<file path="config.mk">
export PLATFORM = sky130hd
export DESIGN_NAME = imdct_axi_ctrl_flat
export DESIGN_NICKNAME = d
export VERILOG_FILES = /design/src/rtl/imdct_axi_ctrl_if.sv /design/src/rtl/imdct_axi_ctrl.sv /design/src/flat_wrapper.sv
export SDC_FILE = /design/constraint.sdc
export NUM_CORES = 1
export LEC_CHECK = 0
export BUFFER_PORTS_ARGS = -buffer_cell sky130_fd_sc_hd__buf_2
export CORE_UTILIZATION = 45
export DETAILED_ROUTE_END_ITERATION = 16
export PLACE_DENSITY = 0.78
export RECOVER_POWER = 25
export SETUP_SLACK_MARGIN = 0.4
export SLEW_MARGIN = 25
export SYNTH_ARGS = -nofsm -noshare
export SYNTH_HDL_FRONTEND = slang
export SYNTH_SLANG_ARGS = --single-unit
</file>
<file path="constraint.sdc">
create_clock -name clock -period 1.93 [get_ports clock]
set_input_delay 0.193 -clock clock [delete_from_list [all_inputs] [get_ports clock]]
set_output_delay 0.193 -clock clock [all_outputs]
set_load 0.005 [all_outputs]
</file>
<file path="src/rtl/imdct_axi_ctrl_if.sv">
// AXI4-Lite register-port bundle for the IMDCT control block.
// Latency: none (wires only).
// Backpressure: carries the standard valid/ready pairs of all five AXI-Lite channels.
// Ports: AW (awaddr/awprot/awvalid/awready), W (wdata/wstrb/wvalid/wready),
//        B (bresp/bvalid/bready), AR (araddr/arprot/arvalid/arready),
//        R (rdata/rresp/rvalid/rready). The slave modport is the register block side.
interface imdct_axi_ctrl_if #(
   parameter int C_S_AXI_DATA_WIDTH = 32,
   parameter int C_S_AXI_ADDR_WIDTH = 5
) ();
   logic [C_S_AXI_ADDR_WIDTH-1:0]     s_axi_awaddr;
   logic [2:0]                        s_axi_awprot;
   logic                              s_axi_awvalid;
   logic                              s_axi_awready;
   logic [C_S_AXI_DATA_WIDTH-1:0]     s_axi_wdata;
   logic [C_S_AXI_DATA_WIDTH/8-1:0]   s_axi_wstrb;
   logic                              s_axi_wvalid;
   logic                              s_axi_wready;
   logic [1:0]                        s_axi_bresp;
   logic                              s_axi_bvalid;
   logic                              s_axi_bready;
   logic [C_S_AXI_ADDR_WIDTH-1:0]     s_axi_araddr;
   logic [2:0]                        s_axi_arprot;
   logic                              s_axi_arvalid;
   logic                              s_axi_arready;
   logic [C_S_AXI_DATA_WIDTH-1:0]     s_axi_rdata;
   logic [1:0]                        s_axi_rresp;
   logic                              s_axi_rvalid;
   logic                              s_axi_rready;

   modport slave (
      input  s_axi_awaddr, s_axi_awprot, s_axi_awvalid,
      output s_axi_awready,
      input  s_axi_wdata, s_axi_wstrb, s_axi_wvalid,
      output s_axi_wready,
      output s_axi_bresp, s_axi_bvalid,
      input  s_axi_bready,
      input  s_axi_araddr, s_axi_arprot, s_axi_arvalid,
      output s_axi_arready,
      output s_axi_rdata, s_axi_rresp, s_axi_rvalid,
      input  s_axi_rready
   );

   modport master (
      output s_axi_awaddr, s_axi_awprot, s_axi_awvalid,
      input  s_axi_awready,
      output s_axi_wdata, s_axi_wstrb, s_axi_wvalid,
      input  s_axi_wready,
      input  s_axi_bresp, s_axi_bvalid,
      output s_axi_bready,
      output s_axi_araddr, s_axi_arprot, s_axi_arvalid,
      input  s_axi_arready,
      input  s_axi_rdata, s_axi_rresp, s_axi_rvalid,
      output s_axi_rready
   );
endinterface

</file>
<file path="src/rtl/imdct_axi_ctrl.sv">
// AXI4-Lite control/status registers for the IMDCT core: start pulse, run FSM, sticky status.
// Latency: write takes effect the cycle after AW and W are both latched, bvalid one cycle later; rdata 1 cycle after AR.
// Backpressure: AW/W stall while a response is pending in B; AR stalls while R holds unaccepted data.
// Ports: clock, reset (sync, active-high), s_axi (slave modport of imdct_axi_ctrl_if),
//        core_start (1-cycle pulse), core_ready (core idle), core_block_type (registered BTYPE),
//        irq (only when IMDCT_IRQ_EN is defined: done & IRQEN.bit0, level).
// Map (word index): 0 CTRL, 1 STATUS (W1C bits 1-2), 2 BTYPE, 3 RUNCNT, 4 IRQEN or 0, 5-7 read 0.
module imdct_axi_ctrl #(
   parameter int C_S_AXI_DATA_WIDTH = 32,
   parameter int C_S_AXI_ADDR_WIDTH = 5
) (
   input  logic                 clock,
   input  logic                 reset,
   imdct_axi_ctrl_if.slave      s_axi,
   output logic                 core_start,
   input  logic                 core_ready,
   output logic [1:0]           core_block_type
`ifdef IMDCT_IRQ_EN
   ,
   output logic                 irq
`endif
);
   typedef enum logic [1:0] {ST_IDLE, ST_WAIT_BUSY, ST_RUN, ST_DONE} state_t;

   state_t                          state_q;
   logic                            core_start_q;
   logic [1:0]                      btype_q;
   logic                            done_q, err_q;
   logic [31:0]                     runcnt_q;
`ifdef IMDCT_IRQ_EN
   logic                            irqen_q;
`endif

   // Channel state (registered handshake outputs keep all readies low in reset).
   logic                            awready_q, awready_d, wready_q, wready_d;
   logic                            aw_vld_q, aw_vld_d, w_vld_q, w_vld_d;
   logic [C_S_AXI_ADDR_WIDTH-3:0]   aw_idx_q, aw_idx_d;
   logic [2:0]                      w_dat_q, w_dat_d;
   logic                            w_strb_q, w_strb_d;
   logic                            bvalid_q, bvalid_d;
   logic                            arready_q, arready_d, rvalid_q, rvalid_d;
   logic [C_S_AXI_DATA_WIDTH-1:0]   rdata_q, rdata_d;

   logic aw_hs, w_hs, ar_hs, do_write;
   logic start_req, w1c_done, w1c_err, btype_wr;
   logic unused_bits;

   assign aw_hs    = s_axi.s_axi_awvalid & awready_q;
   assign w_hs     = s_axi.s_axi_wvalid  & wready_q;
   assign ar_hs    = s_axi.s_axi_arvalid & arready_q;
   assign do_write = aw_vld_q & w_vld_q;

   // Only the bits the register map needs are latched from the W channel.
   assign start_req = do_write && (aw_idx_q == 3'd0) && w_dat_q[0];
   assign w1c_done  = do_write && (aw_idx_q == 3'd1) && w_dat_q[1];
   assign w1c_err   = do_write && (aw_idx_q == 3'd1) && w_dat_q[2];
   assign btype_wr  = do_write && (aw_idx_q == 3'd2) && w_strb_q;

   always_comb begin
      aw_vld_d = aw_vld_q;
      aw_idx_d = aw_idx_q;
      w_vld_d  = w_vld_q;
      w_dat_d  = w_dat_q;
      w_strb_d = w_strb_q;
      bvalid_d = bvalid_q;
      if (bvalid_q && s_axi.s_axi_bready) bvalid_d = 1'b0;
      if (aw_hs) begin
         aw_vld_d = 1'b1;
         aw_idx_d = s_axi.s_axi_awaddr[C_S_AXI_ADDR_WIDTH-1:2];
      end
      if (w_hs) begin
         w_vld_d  = 1'b1;
         w_dat_d  = s_axi.s_axi_wdata[2:0];
         w_strb_d = s_axi.s_axi_wstrb[0];
      end
      // Both halves present: commit now, response next cycle. Ready cannot be
      // high here (address/data already latched), so no new beat collides.
      if (do_write) begin
         aw_vld_d = 1'b0;
         w_vld_d  = 1'b0;
         bvalid_d = 1'b1;
      end
      awready_d = !aw_vld_d && !bvalid_d;
      wready_d  = !w_vld_d  && !bvalid_d;

      rvalid_d = rvalid_q;
      rdata_d  = rdata_q;
      if (rvalid_q && s_axi.s_axi_rready) rvalid_d = 1'b0;
      if (ar_hs) begin
         rvalid_d = 1'b1;
         rdata_d  = '0;
         case (s_axi.s_axi_araddr[4:2])
            3'd1: rdata_d[2:0] = {err_q, done_q, core_ready};
            3'd2: rdata_d[1:0] = btype_q;
            3'd3: rdata_d[31:0] = runcnt_q;
`ifdef IMDCT_IRQ_EN
            3'd4: rdata_d[0] = irqen_q;
`endif
            default: rdata_d = '0;
         endcase
      end
      arready_d = !rvalid_d;
   end

   always_ff @(posedge clock) begin
      if (reset) begin
         state_q      <= ST_IDLE;
         core_start_q <= 1'b0;
         btype_q      <= 2'd0;
         done_q       <= 1'b0;
         err_q        <= 1'b0;
         runcnt_q     <= 32'd0;
`ifdef IMDCT_IRQ_EN
         irqen_q      <= 1'b0;
`endif
         awready_q    <= 1'b0;
         wready_q     <= 1'b0;
         aw_vld_q     <= 1'b0;
         aw_idx_q     <= '0;
         w_vld_q      <= 1'b0;
         w_dat_q      <= 3'd0;
         w_strb_q     <= 1'b0;
         bvalid_q     <= 1'b0;
         arready_q    <= 1'b0;
         rvalid_q     <= 1'b0;
         rdata_q      <= '0;
      end else begin
         awready_q    <= awready_d;
         wready_q     <= wready_d;
         aw_vld_q     <= aw_vld_d;
         aw_idx_q     <= aw_idx_d;
         w_vld_q      <= w_vld_d;
         w_dat_q      <= w_dat_d;
         w_strb_q     <= w_strb_d;
         bvalid_q     <= bvalid_d;
         arready_q    <= arready_d;
         rvalid_q     <= rvalid_d;
         rdata_q      <= rdata_d;

         core_start_q <= 1'b0;
         // Clears first; any set later in this block overrides (set wins).
         if (w1c_done) done_q <= 1'b0;
         if (w1c_err)  err_q  <= 1'b0;
`ifdef IMDCT_IRQ_EN
         if (do_write && (aw_idx_q == 3'd4) && w_strb_q) irqen_q <= w_dat_q[0];
`endif
         // Block type must not change under a running core.
         if (btype_wr) begin
            if (state_q == ST_IDLE) btype_q <= w_dat_q[1:0];
            else                    err_q   <= 1'b1;
         end
         if (start_req && (state_q != ST_IDLE)) err_q <= 1'b1;

         case (state_q)
            ST_IDLE: begin
               if (start_req) begin
                  if (core_ready) begin
                     core_start_q <= 1'b1;
                     state_q      <= ST_WAIT_BUSY;
                  end else begin
                     err_q <= 1'b1;
                  end
               end
            end
            ST_WAIT_BUSY: if (!core_ready) state_q <= ST_RUN;
            ST_RUN:       if (core_ready)  state_q <= ST_DONE;
            ST_DONE: begin
               done_q   <= 1'b1;
               runcnt_q <= runcnt_q + 32'd1;
               state_q  <= ST_IDLE;
            end
            default:      state_q <= ST_IDLE;
         endcase
      end
   end

   assign s_axi.s_axi_awready = awready_q;
   assign s_axi.s_axi_wready  = wready_q;
   assign s_axi.s_axi_bvalid  = bvalid_q;
   assign s_axi.s_axi_bresp   = 2'b00;
   assign s_axi.s_axi_arready = arready_q;
   assign s_axi.s_axi_rvalid  = rvalid_q;
   assign s_axi.s_axi_rdata   = rdata_q;
   assign s_axi.s_axi_rresp   = 2'b00;

   assign core_start      = core_start_q;
   assign core_block_type = btype_q;
`ifdef IMDCT_IRQ_EN
   assign irq = done_q & irqen_q;
`endif

   // Protection bits, byte lanes and data bits beyond the map carry no state.
   assign unused_bits = ^{s_axi.s_axi_awprot, s_axi.s_axi_arprot,
                          s_axi.s_axi_awaddr[1:0], s_axi.s_axi_araddr[1:0],
                          s_axi.s_axi_wdata[C_S_AXI_DATA_WIDTH-1:3],
                          s_axi.s_axi_wstrb[C_S_AXI_DATA_WIDTH/8-1:1]};
endmodule

</file>
<file path="src/flat_wrapper.sv">
// flat-port wrapper written by rule: the top's interface ports become plain ports
module imdct_axi_ctrl_flat 
#(
   parameter int C_S_AXI_DATA_WIDTH = 32,
   parameter int C_S_AXI_ADDR_WIDTH = 5
)
  (clock, reset, core_start, core_ready, core_block_type, s_axi_s_axi_awaddr, s_axi_s_axi_awprot, s_axi_s_axi_awvalid, s_axi_s_axi_awready, s_axi_s_axi_wdata, s_axi_s_axi_wstrb, s_axi_s_axi_wvalid, s_axi_s_axi_wready, s_axi_s_axi_bresp, s_axi_s_axi_bvalid, s_axi_s_axi_bready, s_axi_s_axi_araddr, s_axi_s_axi_arprot, s_axi_s_axi_arvalid, s_axi_s_axi_arready, s_axi_s_axi_rdata, s_axi_s_axi_rresp, s_axi_s_axi_rvalid, s_axi_s_axi_rready);
  imdct_axi_ctrl_if #(.C_S_AXI_DATA_WIDTH(C_S_AXI_DATA_WIDTH), .C_S_AXI_ADDR_WIDTH(C_S_AXI_ADDR_WIDTH)) s_axi_i ();
  input  logic clock;
  input  logic reset;
  output logic core_start;
  input  logic core_ready;
  output logic [1:0] core_block_type;
  input wire logic [$bits(s_axi_i.s_axi_awaddr)-1:0] s_axi_s_axi_awaddr;
  input wire logic [$bits(s_axi_i.s_axi_awprot)-1:0] s_axi_s_axi_awprot;
  input wire logic [$bits(s_axi_i.s_axi_awvalid)-1:0] s_axi_s_axi_awvalid;
  output wire logic [$bits(s_axi_i.s_axi_awready)-1:0] s_axi_s_axi_awready;
  input wire logic [$bits(s_axi_i.s_axi_wdata)-1:0] s_axi_s_axi_wdata;
  input wire logic [$bits(s_axi_i.s_axi_wstrb)-1:0] s_axi_s_axi_wstrb;
  input wire logic [$bits(s_axi_i.s_axi_wvalid)-1:0] s_axi_s_axi_wvalid;
  output wire logic [$bits(s_axi_i.s_axi_wready)-1:0] s_axi_s_axi_wready;
  output wire logic [$bits(s_axi_i.s_axi_bresp)-1:0] s_axi_s_axi_bresp;
  output wire logic [$bits(s_axi_i.s_axi_bvalid)-1:0] s_axi_s_axi_bvalid;
  input wire logic [$bits(s_axi_i.s_axi_bready)-1:0] s_axi_s_axi_bready;
  input wire logic [$bits(s_axi_i.s_axi_araddr)-1:0] s_axi_s_axi_araddr;
  input wire logic [$bits(s_axi_i.s_axi_arprot)-1:0] s_axi_s_axi_arprot;
  input wire logic [$bits(s_axi_i.s_axi_arvalid)-1:0] s_axi_s_axi_arvalid;
  output wire logic [$bits(s_axi_i.s_axi_arready)-1:0] s_axi_s_axi_arready;
  output wire logic [$bits(s_axi_i.s_axi_rdata)-1:0] s_axi_s_axi_rdata;
  output wire logic [$bits(s_axi_i.s_axi_rresp)-1:0] s_axi_s_axi_rresp;
  output wire logic [$bits(s_axi_i.s_axi_rvalid)-1:0] s_axi_s_axi_rvalid;
  input wire logic [$bits(s_axi_i.s_axi_rready)-1:0] s_axi_s_axi_rready;
  assign s_axi_i.s_axi_awaddr = s_axi_s_axi_awaddr;
  assign s_axi_i.s_axi_awprot = s_axi_s_axi_awprot;
  assign s_axi_i.s_axi_awvalid = s_axi_s_axi_awvalid;
  assign s_axi_s_axi_awready = s_axi_i.s_axi_awready;
  assign s_axi_i.s_axi_wdata = s_axi_s_axi_wdata;
  assign s_axi_i.s_axi_wstrb = s_axi_s_axi_wstrb;
  assign s_axi_i.s_axi_wvalid = s_axi_s_axi_wvalid;
  assign s_axi_s_axi_wready = s_axi_i.s_axi_wready;
  assign s_axi_s_axi_bresp = s_axi_i.s_axi_bresp;
  assign s_axi_s_axi_bvalid = s_axi_i.s_axi_bvalid;
  assign s_axi_i.s_axi_bready = s_axi_s_axi_bready;
  assign s_axi_i.s_axi_araddr = s_axi_s_axi_araddr;
  assign s_axi_i.s_axi_arprot = s_axi_s_axi_arprot;
  assign s_axi_i.s_axi_arvalid = s_axi_s_axi_arvalid;
  assign s_axi_s_axi_arready = s_axi_i.s_axi_arready;
  assign s_axi_s_axi_rdata = s_axi_i.s_axi_rdata;
  assign s_axi_s_axi_rresp = s_axi_i.s_axi_rresp;
  assign s_axi_s_axi_rvalid = s_axi_i.s_axi_rvalid;
  assign s_axi_i.s_axi_rready = s_axi_s_axi_rready;
  imdct_axi_ctrl #(.C_S_AXI_DATA_WIDTH(C_S_AXI_DATA_WIDTH), .C_S_AXI_ADDR_WIDTH(C_S_AXI_ADDR_WIDTH)) u_core (.clock(clock), .reset(reset), .s_axi(s_axi_i), .core_start(core_start), .core_ready(core_ready), .core_block_type(core_block_type));
endmodule
</file>
# After elaboration in Yosys (flattened, before gate mapping)
# Cells that the tools add are included.
# op_classes
add_sub_neg,1
n_eq_ne,12
muxes,26
bitwise,6
n_reduce_logical,23
# ops
cell,count
32-bit by 1-bit adder with 32-bit output (second input constant),1
29-bit two-way mux,1
1-bit two-way mux,18
1-bit logical AND,12
3-bit by 2-bit equality test with 1-bit output (second input constant),3
2-bit two-way mux,4
2-bit case mux with 4 select lines,1
3-bit by 1-bit equality test with 1-bit output (second input constant),2
2-bit != test (second input constant),3
2-bit case mux with 3 select lines,1
1-bit bitwise AND,4
2-bit equality test (second input constant),2
1-bit zero test,4
4-bit AND reduction,1
2-bit nonzero test,2
3-bit zero test,1
3-bit OR reduction,1
2-bit by 1-bit equality test with 1-bit output (second input constant),1
2-bit zero test,1
2-bit by 1-bit != test with 1-bit output (second input constant),1
1-bit inverter,2
1-bit case mux with 2 select lines,1
2-bit AND reduction,1
# word_totals
reg_bits,85
input_bits,60
output_inout_bits,44

# Longest topological paths before layout
# Gate-level depths: netlist (run 1).
# depth
ltp_word,10
depth_mapped,7
ltp_nobuf,6

# Worst setup path before layout (run 1)
# Ideal clock, no wire load.
# synth_timing
path_kind,reg2reg
startpoint,register u_core.state_q[0]
endpoint,register u_core.runcnt_q[21]
setup_ns,0.070
arrival_ns,1.689
required_ns,1.860
setup_slack_ns,0.171
path_stages_with_launch,8
n_path_buf,2
period_less_slack_ns,1.759
cell_sequence,dfxtp_1 -> ha_1 -> buf_2 -> and4_1 -> nand4_2 -> buf_2 -> or3_1 -> a21oi_1
# synth_between
elab_chain_len,1
# synth_lines
element,line_no,text
start: declaration,imdct_axi_ctrl.sv:25,state_t state_q;
start signal: assignment,imdct_axi_ctrl.sv:107,state_q <= ST_IDLE;
start signal: assignment,imdct_axi_ctrl.sv:159,state_q <= ST_WAIT_BUSY;
start signal: assignment,imdct_axi_ctrl.sv:165,ST_WAIT_BUSY: if (!core_ready) state_q <= ST_RUN;
2-bit equality test,imdct_axi_ctrl.sv:154,case (state_q)
end signal: assignment,imdct_axi_ctrl.sv:169,runcnt_q <= runcnt_q + 32'd1;
end: declaration,imdct_axi_ctrl.sv:29,logic [31:0] runcnt_q;
# No other way between the ends.
# A chain may end at the register's enable or synchronous reset.

# Worst setup path in the final report (run 1)
# layout_timing
startpoint,register u_core.runcnt_q[0]
endpoint,register u_core.runcnt_q[23]
# layout_between
elab_chain_len,1
# layout_lines
element,line_no
32-bit by 1-bit adder with 32-bit output,imdct_axi_ctrl.sv:169
# No other way between the ends.

==> impl_results.md, run 1 <==
* Status: completed
* Die height at 90.77 µm
* Vias per std cell at around 5.7
* # nets final at ~540
* Power Density at about 700 nW/µm²
* Post-Synth Simple-Gate Area at between 20 and 25%
* Area share of fa/ha/maj cells after synthesis at under 10%
* Reg-to-reg setup timing slack at ~0.24 ns
* Xor and xnor fraction of the mapped netlist area at between 2 and 3%
* Num CTS Buffers at 9
* Hold Crit Class: primary input to flip-flop
* Max Clock Freq at 590.1 MHz
* Worst EP required at around 2.2 ns
* Yosys warnings at 0
* R2R cell count at 5
* Top-Level Pins at between 100 and 150
* Setup ws final at around 0.24 ns
* Slew Limit Fails at 0
* TNS Setup at 0 ns
* Drc violations at 0
* CTS max path bufs at 2
* Hold EP: u_core.w_dat_q[0]
* Fin crit share at between 80 and 90%
* Least-Margin Pin Slew at ~0.61 ns
* Core box area at around 7700 µm²
* Mapped cell area at ~3500 µm²
* Peak VDD IR at 0.3385 mV
* Final setup violation count at 0
* Final Skew at roughly 0.010 ns
* Worst Min Path Start: s_axi_s_axi_wdata[0]
* Antenna viol nets, final at 0
* Post-layout minimum cycle time at ~1.7 ns
* Most frequent cells in the layout: dfxtp_1 (64), nor2_1 (55), buf_2 (51), a22oi_1 (31), buf_4 (29)
* Placed cells at roughly 540
* Syn avg cell area at 9.023 µm²
* Ant diodes at 0
* Commonest non-fill, non-tap cell in the layout: dfxtp_1
* Crit-path cells: buf_4 -> and4_4 -> nand4_4 -> or4_4 -> a21oi_2
* DIE AREA at a little over 8000 µm²
* Final instance area at roughly 4700 µm²
* WL final at about 9100 µm
* Max-slew headroom at about three fifths
* Capturing point of the worst reg2reg path: u_core.runcnt_q[23]
* Total track usage at about a fifth
* Sinks on the clock net at 85
* Top FF cell, synth: dfxtp_1
* Mux contribution to synthesized area at about 2.7%
* Crit. End Element: flip-flop
* Reg2reg start: u_core.runcnt_q[0]
* Largest stage delay, worst path at between 0.4 and 0.5 ns
* Global route overflow at 0
* Gpl congestion at roughly 0.76
* Seq cells post-synth at 85
* Worst-path clk slew at about 0.090 ns
* Dpl ws at approximately 0.17 ns
* Hold Crit Depth at 3
* TritonRoute pass-1 iters at 5
* Dpl cell area at approximately 4000 µm²
* Rows at 32
* Fraction of layout cells with a size suffix above 1 at about 37%
* Critical Path Start Type: flip-flop
* Largest net degree at the start of global routing at 37
* First-pass GRT wire length at 14120 µm
* Non-filler cells, final at 585
* Max Cap Viol at 0
* Synth unique cells at 44
* Largest family of logic cells by synthesized area: simple AND/OR/NAND/NOR gates
* Syn Inst Count at between 300 and 400
* Initial Util at around 46%
* Routed len/inst at around 15 µm
* Sequential-to-total area share from yosys stat at between 40 and 50%
* Worst Path Max Fanout at 6
* Post-Route Utilization at 61.62%
* Worst path slowest cell: or4_4
* I/O Buffers at 57
* Asr flop ratio synth at 0%
* Worst-Skew Late Latency at between 0.3 and 0.4 ns
* DRT iter0 DRCs at approximately 210
* Hold Fails Final Rpt at 0
* Hpwl dp at just over 5000 µm
* Setup CP Type: flip-flop to flip-flop
* Compound-gate portion of the synthesized area at between 15 and 20%
* Chip Width at around 90 µm
* Vias in the first global route at 3079
* Unrepaired setup endpoints after global routing: yes
* Data arrival, critical path at 1.97 ns
* Leakage at approximately 1.8 nW
* Clk root buf: clkbuf_8
* CTS tree: done
* Vias at about 3300
* Number of synthesized flops with an enable pin at 0
* CTS H-tree depth at 3
* Synth-to-layout area growth at 33.59%
* Total power at between 3 and 4 mW
* Worst Hold Slack at 0.08948 ns
* Initial antenna violation count at 0
state kept, by name (all words and copies together), names as in the netlist, 2 cells and up:
| name | cells |
|---|---|
| u_core.runcnt_q | 32 |
| u_core.s_axi.s_axi_rdata | 32 |
| u_core.aw_idx_q | 3 |
| u_core.w_dat_q | 3 |
| u_core.core_block_type | 2 |
| u_core.state_q | 2 |
what timing repair did:
item                       in CTS  in global routing
cloned                          4                  0
setup buffers                  20                  9
gates resized for setup        37                 41
pin swaps                      11                 13
setup endpoints to repair      21                 25
hold buffers                    0                  0
cell type report:
cell class / count / area, µm²
clock buffers: 9 / 123.9
clock inverters: 7 / 97.59
fillers: 636 / 2950
inverters: 6 / 27.53
multi-input cells: 283 / 2022
flip-flops and latches: 85 / 1738
well taps: 102 / 127.6
repair buffers: 93 / 600.6
report_power, final:
group / internal, mW / switching (mW)
sequential: 1.76 / 0.0171
combinational: 0.0500 / 0.0860
clock: 0.738 / 0.644
total: 2.55 / 0.747
worst max-delay path by stage:
stage / from / end / slack, ns / cells past startpoint
6_report: u_core.runcnt_q[0] / u_core.runcnt_q[23] / 0.24 / 5
5_1_grt: u_core.runcnt_q[0] / u_core.runcnt_q[23] / 0.11 / 5
4_1_cts: u_core.state_q[0] / u_core.runcnt_q[13] / 0.35 / 6
3_5_place_dp: u_core.state_q[0] / u_core.runcnt_q[13] / 0.17 / 6
3_3_place_gp: u_core.state_q[0] / u_core.runcnt_q[25] / 0.24 / 5
2_1_floorplan: u_core.state_q[0] / u_core.runcnt_q[25] / 0.31 / 6
per-layer routing:
metal,wire [µm],share of wire [%],GRT usage [%],vias up
met4,118,1.3,7.804,0
met3,392,4.3,4.714,11
li1,-,-,-,1618
met2,4585,51,34.60,88
met1,3958,44,27.12,1631
met5,0,0,0,-
cells in the mapped netlist (all sizes together) (2+ instances only):
library cell	count	share of area (%)
nand4	9	1.8
inv	6	0.64
nor4	3	0.53
nand2	24	2.8
buf	14	2.5
ha	6	2.1
and3	6	1.1
mux2	5	1.6
o21ai	9	1.3
or3	7	1.2
clkbuf	12	1.3
a22oi	31	6.6
xor2	6	1.5
o31ai	12	2.5
a2111oi	2	0.49
mux2i	4	1.1
nor2	56	5.9
nor3	4	0.56
dfxtp	85	48
nand3b	3	0.64
a22o	2	0.49
xnor2	5	1.2
and4	7	1.8
a21oi	32	4.5
nor2b	3	0.53
nand3	17	2.4
or4	12	2.5
critical path: cells and delay by family (launching register included):
family,cells,cell delay [ns]
AOI/OAI and AO/OA,1,0.13
buffers and inverters,1,0.15
DFF,1,0.43
and+or+nand+nor,3,0.91
kinds of logic after synthesis:
group / after synthesis
other cells: 1
mux: 9
fa+ha+maj: 6
xor+xnor: 11
buf+inv: 32
simple gates: 157
flops: 85
compound gates: 92
No activity file was read; power rests on OpenSTA's default activity.
==> run 2: changes to the inputs <==
Settings changed: ABC_AREA set to 1, PLACE_DENSITY 0.78 to 0.77, RECOVER_POWER 25 to 100.
==> impl_results.md, run 2 <==
* Status: completed
* Vias per std cell at about 5.2
* Vias at 3670
* Core box area at 8258 µm²
* Area share of the largest cell type after synthesis at a little over two fifths
* Antenna viol nets, final at 0
* Psw at 0.8461 mW
* Crit. End Element: flip-flop
* # nets final at between 600 and 700
* Leakage at 1.834 nW
* TritonRoute pass-1 iters at 5
* Count leader, synth: nand2_1
* Worst EP required at roughly 2.2 ns
* Commonest non-fill, non-tap cell in the layout: nand2_1
* Top-Level Pins at roughly 100
* Synth-to-layout area growth at 16.97%
* Sequential-to-total area share from yosys stat at between 40 and 50%
* Initial antenna violation count at 0
* Critical Path Start Type: flip-flop
* Post-CTS Setup Repair Bufs at 0
* CTS max path bufs at 2
* Combinational power share at approximately 6.5%
* Mapped cell area at 3871 µm²
* Vias in the first global route at about 3400
* Met1 Use GR at a little over a quarter
* Total power at 3.523 mW
* Most instantiated cells after synthesis: nand2_1 (118), dfxtp_1 (85), nor2_1 (84), a21oi_1 (52), o21ai_0 (47)
* Max Cap Viol at 0
* Busiest grt layer: met2
* Unrepaired setup endpoints after global routing: yes
* Total track usage at a little over a fifth
* Seq cells post-synth at 85
* DRT iter0 DRCs at roughly 220
* Most frequent cells in the layout: nand2_1 (118), nor2_1 (83), dfxtp_1 (79), a21oi_1 (52), o21ai_0 (47)
* Hold_buf cts at 0
* Sinks on the clock net at 85
* Power Density at about 800 nW/µm²
* Yosys top cell by area: dfxtp_1
* WL final at ~9100 µm
* Top cells by area, synth: dfxtp_1 (44%), nand2_1 (11%), nor2_1 (8.1%)
* Slew Limit Fails at 0
* Setup CP Type: flip-flop to flip-flop
* Gpl congestion at 0.8826
* Syn Inst Count at ~540
* CTS H-tree depth at 3
* Clock share of power at approximately two fifths
* I/O Buffers at 57
* Worst Path Max Fanout at 6
* Sw Share at around 24%
* Global route overflow at 0
* Power Internal at about 2.7 mW
* Initial Util at a little under half
* Fin crit share at between 80% and 90%
* Top FF cell, synth: dfxtp_1
* Syn avg cell area at between 7 and 8 µm²
* Die height at between 90 and 100 µm
* Peak VDD IR at roughly 0.32 mV
* Asr flop ratio synth at 0%
* Rows at 33
* Sequential share of power at a little over half
* Num CTS Buffers at 9
* CTS tree: done
* Reg-to-reg setup timing slack at 0.33 ns
* Largest net degree at the start of global routing at 63
* Yosys warnings at 0
* First-pass GRT wire length at approximately 15000 µm
* Post-layout minimum cycle time at 1.604 ns
* TNS Setup at 0 ns
* GRT met2 Usage at a little over a third
* Hold Fails Final Rpt at 0
* Chip Width at ~95 µm
* Final Skew at about 0.013 ns
* Worst-path clk slew at around 0.090 ns
* Number of synthesized flops with an enable pin at 0
* Drc violations at 0
* Data arrival, critical path at approximately 1.9 ns
* Hpwl dp at ~6300 µm
* Worst-Skew Late Latency at about 0.37 ns
* Ant diodes at 0
* Fraction of layout cells with a size suffix above 1 at between 10 and 15%
* DIE AREA at between 8000 and 9000 µm²
* Routed len/inst at between 10 and 15 µm
* Synth unique cells at 31
* Clk root buf: clkbuf_8
* Hold Crit Class: primary input to flip-flop
* Max Clock Freq at 623.5 MHz
* Final setup violation count at 0
* GR Util met3 at approximately 4.2%
## run 2: cell count changes after synthesis, moves of 16 or more
cell	delta
a21oi_1	+20
a22oi_1	-30
inv_1	+33
nand2_1	+95
nand3_1	+16
nor2_1	+28
o21ai_0	+38
## run 2: worst max-delay path, cell delays in order (launching register included)
cell and delay (ns):
dfxtp_1 0.47, ha_4 0.23, buf_4 0.15, nand2_1 0.08, nor3_1 0.35, nand2_1 0.10, nand2_1 0.07, nor2_1 0.04
## run 2: through the flow
stage	area, µm²	std cells	utilization, %	setup WS, ns	hold slack [ns]
6_report	4528	708	54.83	0.3262	0.06685
5_1_grt	4528	708	54.83	0.1970	0.08203
4_1_cts	4511	708	54.62	0.4032	0.06390
3_5_place_dp	4257	692	51.55	0.2410	0.4371
3_3_place_gp	4257	692	51.55	0.2935	0.4337
2_1_floorplan	3882	547	-	0.5076	0.2691
## run 2: metal layers
| layer | share of wire (%) | vias up |
|---|---|---|
| li1 | - | 1877 |
| met1 | 46 | 1692 |
| met2 | 48 | 88 |
| met3 | 4.2 | 13 |
| met4 | 1.3 | 0 |
| met5 | 0 | - |
## run 2: what timing repair did
action	4_1_cts	5_1_grt
pin swaps	0	3
gates resized for setup	6	24
setup endpoints to repair	44	21
## run 2: power groups by stage
stage                     Combinational (mW)  Clock (mW)  Sequential, mW
after floorplan                        0.135           0            1.89
after global placement                 0.229           0            1.89
after detailed placement               0.235           0            1.89
after CTS                              0.237        1.47            1.85
after global routing                   0.264        1.54            1.86
final                                  0.229        1.45            1.85
## run 2: worst paths after layout
kind                             start                         to  depth (start not counted)
setup / recovery     u_core.state_q[0]         u_core.runcnt_q[8]                          7
hold reg to reg         u_core.w_vld_q  u_core.s_axi.s_axi_wready                          1
hold / removal    s_axi_s_axi_wdata[2]          u_core.w_dat_q[2]                          3
setup reg to reg     u_core.state_q[0]         u_core.runcnt_q[8]                          7
## run 2: area by class of cell
| cell class | instances | area (µm²) |
|---|---|---|
| Clock buffer | 10 | 137.6 |
| Clock inverter | 6 | 93.84 |
| Fill cell | 784 | 3730 |
| Inverter | 44 | 168.9 |
| Multi-Input combinational cell | 396 | 1963 |
| Sequential cell | 85 | 1714 |
| Tap cell | 105 | 131.4 |
| Timing Repair Buffer | 62 | 319.1 |
## run 2: cells by family (layout without fill, tap and decap cells)
kind of cell	Yosys count	after routing	synth area share [%]
other cells	1	4	0.09687
buf+inv	66	122	7.046
xor+xnor	6	6	1.358
simple gates	279	279	32.42
fa+ha+maj	6	6	1.939
compound gates	101	101	13.19
flops	85	85	43.96
==> run 3: changes to the inputs <==
Clock period 1.93 ns to 1.63 ns, I/O delays scaled along.
==> impl_results.md, run 3 (synthesized netlist as in run 2, its figures left out) <==
* TNS Setup at 0 ns
* Post-Route Utilization at roughly three fifths
* TritonRoute pass-1 iters at 5
* Fin crit share at 93.87%
* Antenna viol nets, final at 0
* CTS tree: done
* Worst Min Path Start: s_axi_s_axi_wdata[0]
* Area of the multi-input gates at approximately 2200 µm²
* Hold Fails Final Rpt at 0
* Max Clock Freq at roughly 650 MHz
* Initial Util at roughly 47%
* Vias at ~4000
* Num CTS Buffers at 9
* Post-layout minimum cycle time at about 1.5 ns
* Synth-to-layout area growth at 29.54%
* Hold Crit Depth at 3
* Worst-Skew Late Latency at approximately 0.36 ns
* Dpl ws at approximately 0.22 ns
* Power Density at around 840 nW/µm²
* Clk root buf: clkbuf_8
* Leakage at slightly above 2 nW
* Crit. End Element: flip-flop
* Top-Level Pins at approximately 100
* Capturing point of the worst reg2reg path: u_core.runcnt_q[6]
* Slew Limit Fails at 0
* Global route overflow at 0
* Largest stage delay, worst path at roughly 0.41 ns
* Setup ws final at roughly 0.1 ns
* Placed cells at ~690
* R2R cell count at 7
* Final Skew at around 0.0086 ns
* Worst EP required at about 1.9 ns
* Peak VDD IR at between 0.4 and 0.5 mV
* I/O Buffers at between 50 and 60
* Fillers at between 700 and 800
* Commonest non-fill, non-tap cell in the layout: nand2_1
* Max Cap Viol at 0
* Most frequent cells in the layout: nand2_1 (108), nor2_1 (69), dfxtp_1 (58), a21oi_1 (50), o21ai_0 (44)
* Hpwl dp at around 6500 µm
* Total track usage at between 20% and 30%
* Reg-to-reg setup timing slack at around 0.1 ns
* Critical path depth at 7
* Critical Path Start Type: flip-flop
* Reg2reg start: u_core.runcnt_q[0]
* Hold Crit Class: primary input to flip-flop
* Total power at around 4.2 mW
* CTS max path bufs at 2
* Routed len/inst at about 15 µm
* CP top delay family: simple AND/OR/NAND/NOR gates
* Status: completed
* Worst Path Max Fanout at 5
* Drc violations at 0
* Final setup violation count at 0
* Fraction of layout cells with a size suffix above 1 at between 20% and 30%
* Largest net degree at the start of global routing at 46
* CTS H-tree depth at 3
* Rows at 33
* Initial antenna violation count at 0
* Unrepaired setup endpoints after global routing: yes
* Register area at approximately 1800 µm²
* Worst Setup SP: u_core.runcnt_q[0]
* Worst path slowest cell: dfxtp_4
* Die height at 94.75 µm
* CP bufs+invs at 2
* Ant diodes at 0
* WL final at 10940 µm
* Chip Width at ~95 µm
* Gpl congestion at 0.9008
* Crit-path cells: ha_4 -> nand3_4 -> nor2_1 -> buf_4 -> buf_6 -> a21oi_1 -> nor3_1
* Data arrival, critical path at 1.80 ns
* Vias per std cell at around 5.5
* Worst-path clk slew at about 0.090 ns
* Vias in the first global route at 3595
* Sinks on the clock net at 85
* First-pass GRT wire length at ~16000 µm
* DIE AREA at about 9000 µm²
* Non-filler cells, final at ~730
* Crit path to: u_core.runcnt_q[6]
* # nets final at a little under 700
* DRT iter0 DRCs at 294
* Setup CP Type: flip-flop to flip-flop
* Core box area at about 8300 µm²
==> run 3: cell count changes in the layout (fill, tap and decap cells not counted), sizes merged <==
| cell | previous run | this run |
|---|---|---|
| inv | 44 | 46 |
| nor2 | 95 | 96 |
| clkinvlp | 1 | 0 |
| buf | 39 | 62 |
==> run 3: how the worst min path moves through the flow <==
stage                     endpoint  slack, ns
6_report         u_core.w_dat_q[0]       0.05
5_1_grt         u_core.aw_idx_q[0]       0.07
4_1_cts            u_core.w_strb_q       0.05
3_5_place_dp     u_core.w_dat_q[0]       0.43
3_3_place_gp    u_core.aw_idx_q[1]       0.42
2_1_floorplan  u_core.runcnt_q[13]       0.24
==> run 3: tightest hold or removal path: stages <==
cell and delay, ns:
buf_2 0.07, o21ai_0 0.07, nor2_1 0.08
==> run 3: final cells by class <==
class / instances / area share, %
Inverter: 44 / 3.543
Sequential cell: 85 / 35.00
Multi-Input combinational cell: 397 / 44.29
Tap cell: 105 / 2.620
Timing Repair Buffer: 86 / 9.955
Clock buffer: 9 / 2.470
Clock inverter: 7 / 2.121
==> run 3: what timing repair did <==
action,4_1_cts,5_1_grt
resized for setup,52,63
hold buffers,0,0
hold endpoints to repair,0,0
pin swaps,14,26
cloned,1,0
endpoints found under the setup margin,30,54
setup buffers,13,9
==> run 3: where the power goes <==
part           total [mW]  switching (mW)  internal [mW]
logic               0.283           0.175          0.107
clock network        1.72           0.835          0.890
registers            2.18          0.0437           2.14
total                4.19            1.05           3.13
==> run 3: metrics by stage <==
stage	area [µm²]	hold slack, ns
final	5015	0.05294
after global routing	5015	0.07020
after CTS	4835	0.05312
after detailed placement	4358	0.4305
after global placement	4358	0.4229
after floorplan	3976	0.2391
==> run 3: per-layer routing <==
layer | wire length (µm) | global-route usage [%]
met5 | 0 | 0
met4 | 467 | 10.10
met2 | 5313 | 40.71
met1 | 4522 | 28.04
met3 | 632 | 3.301
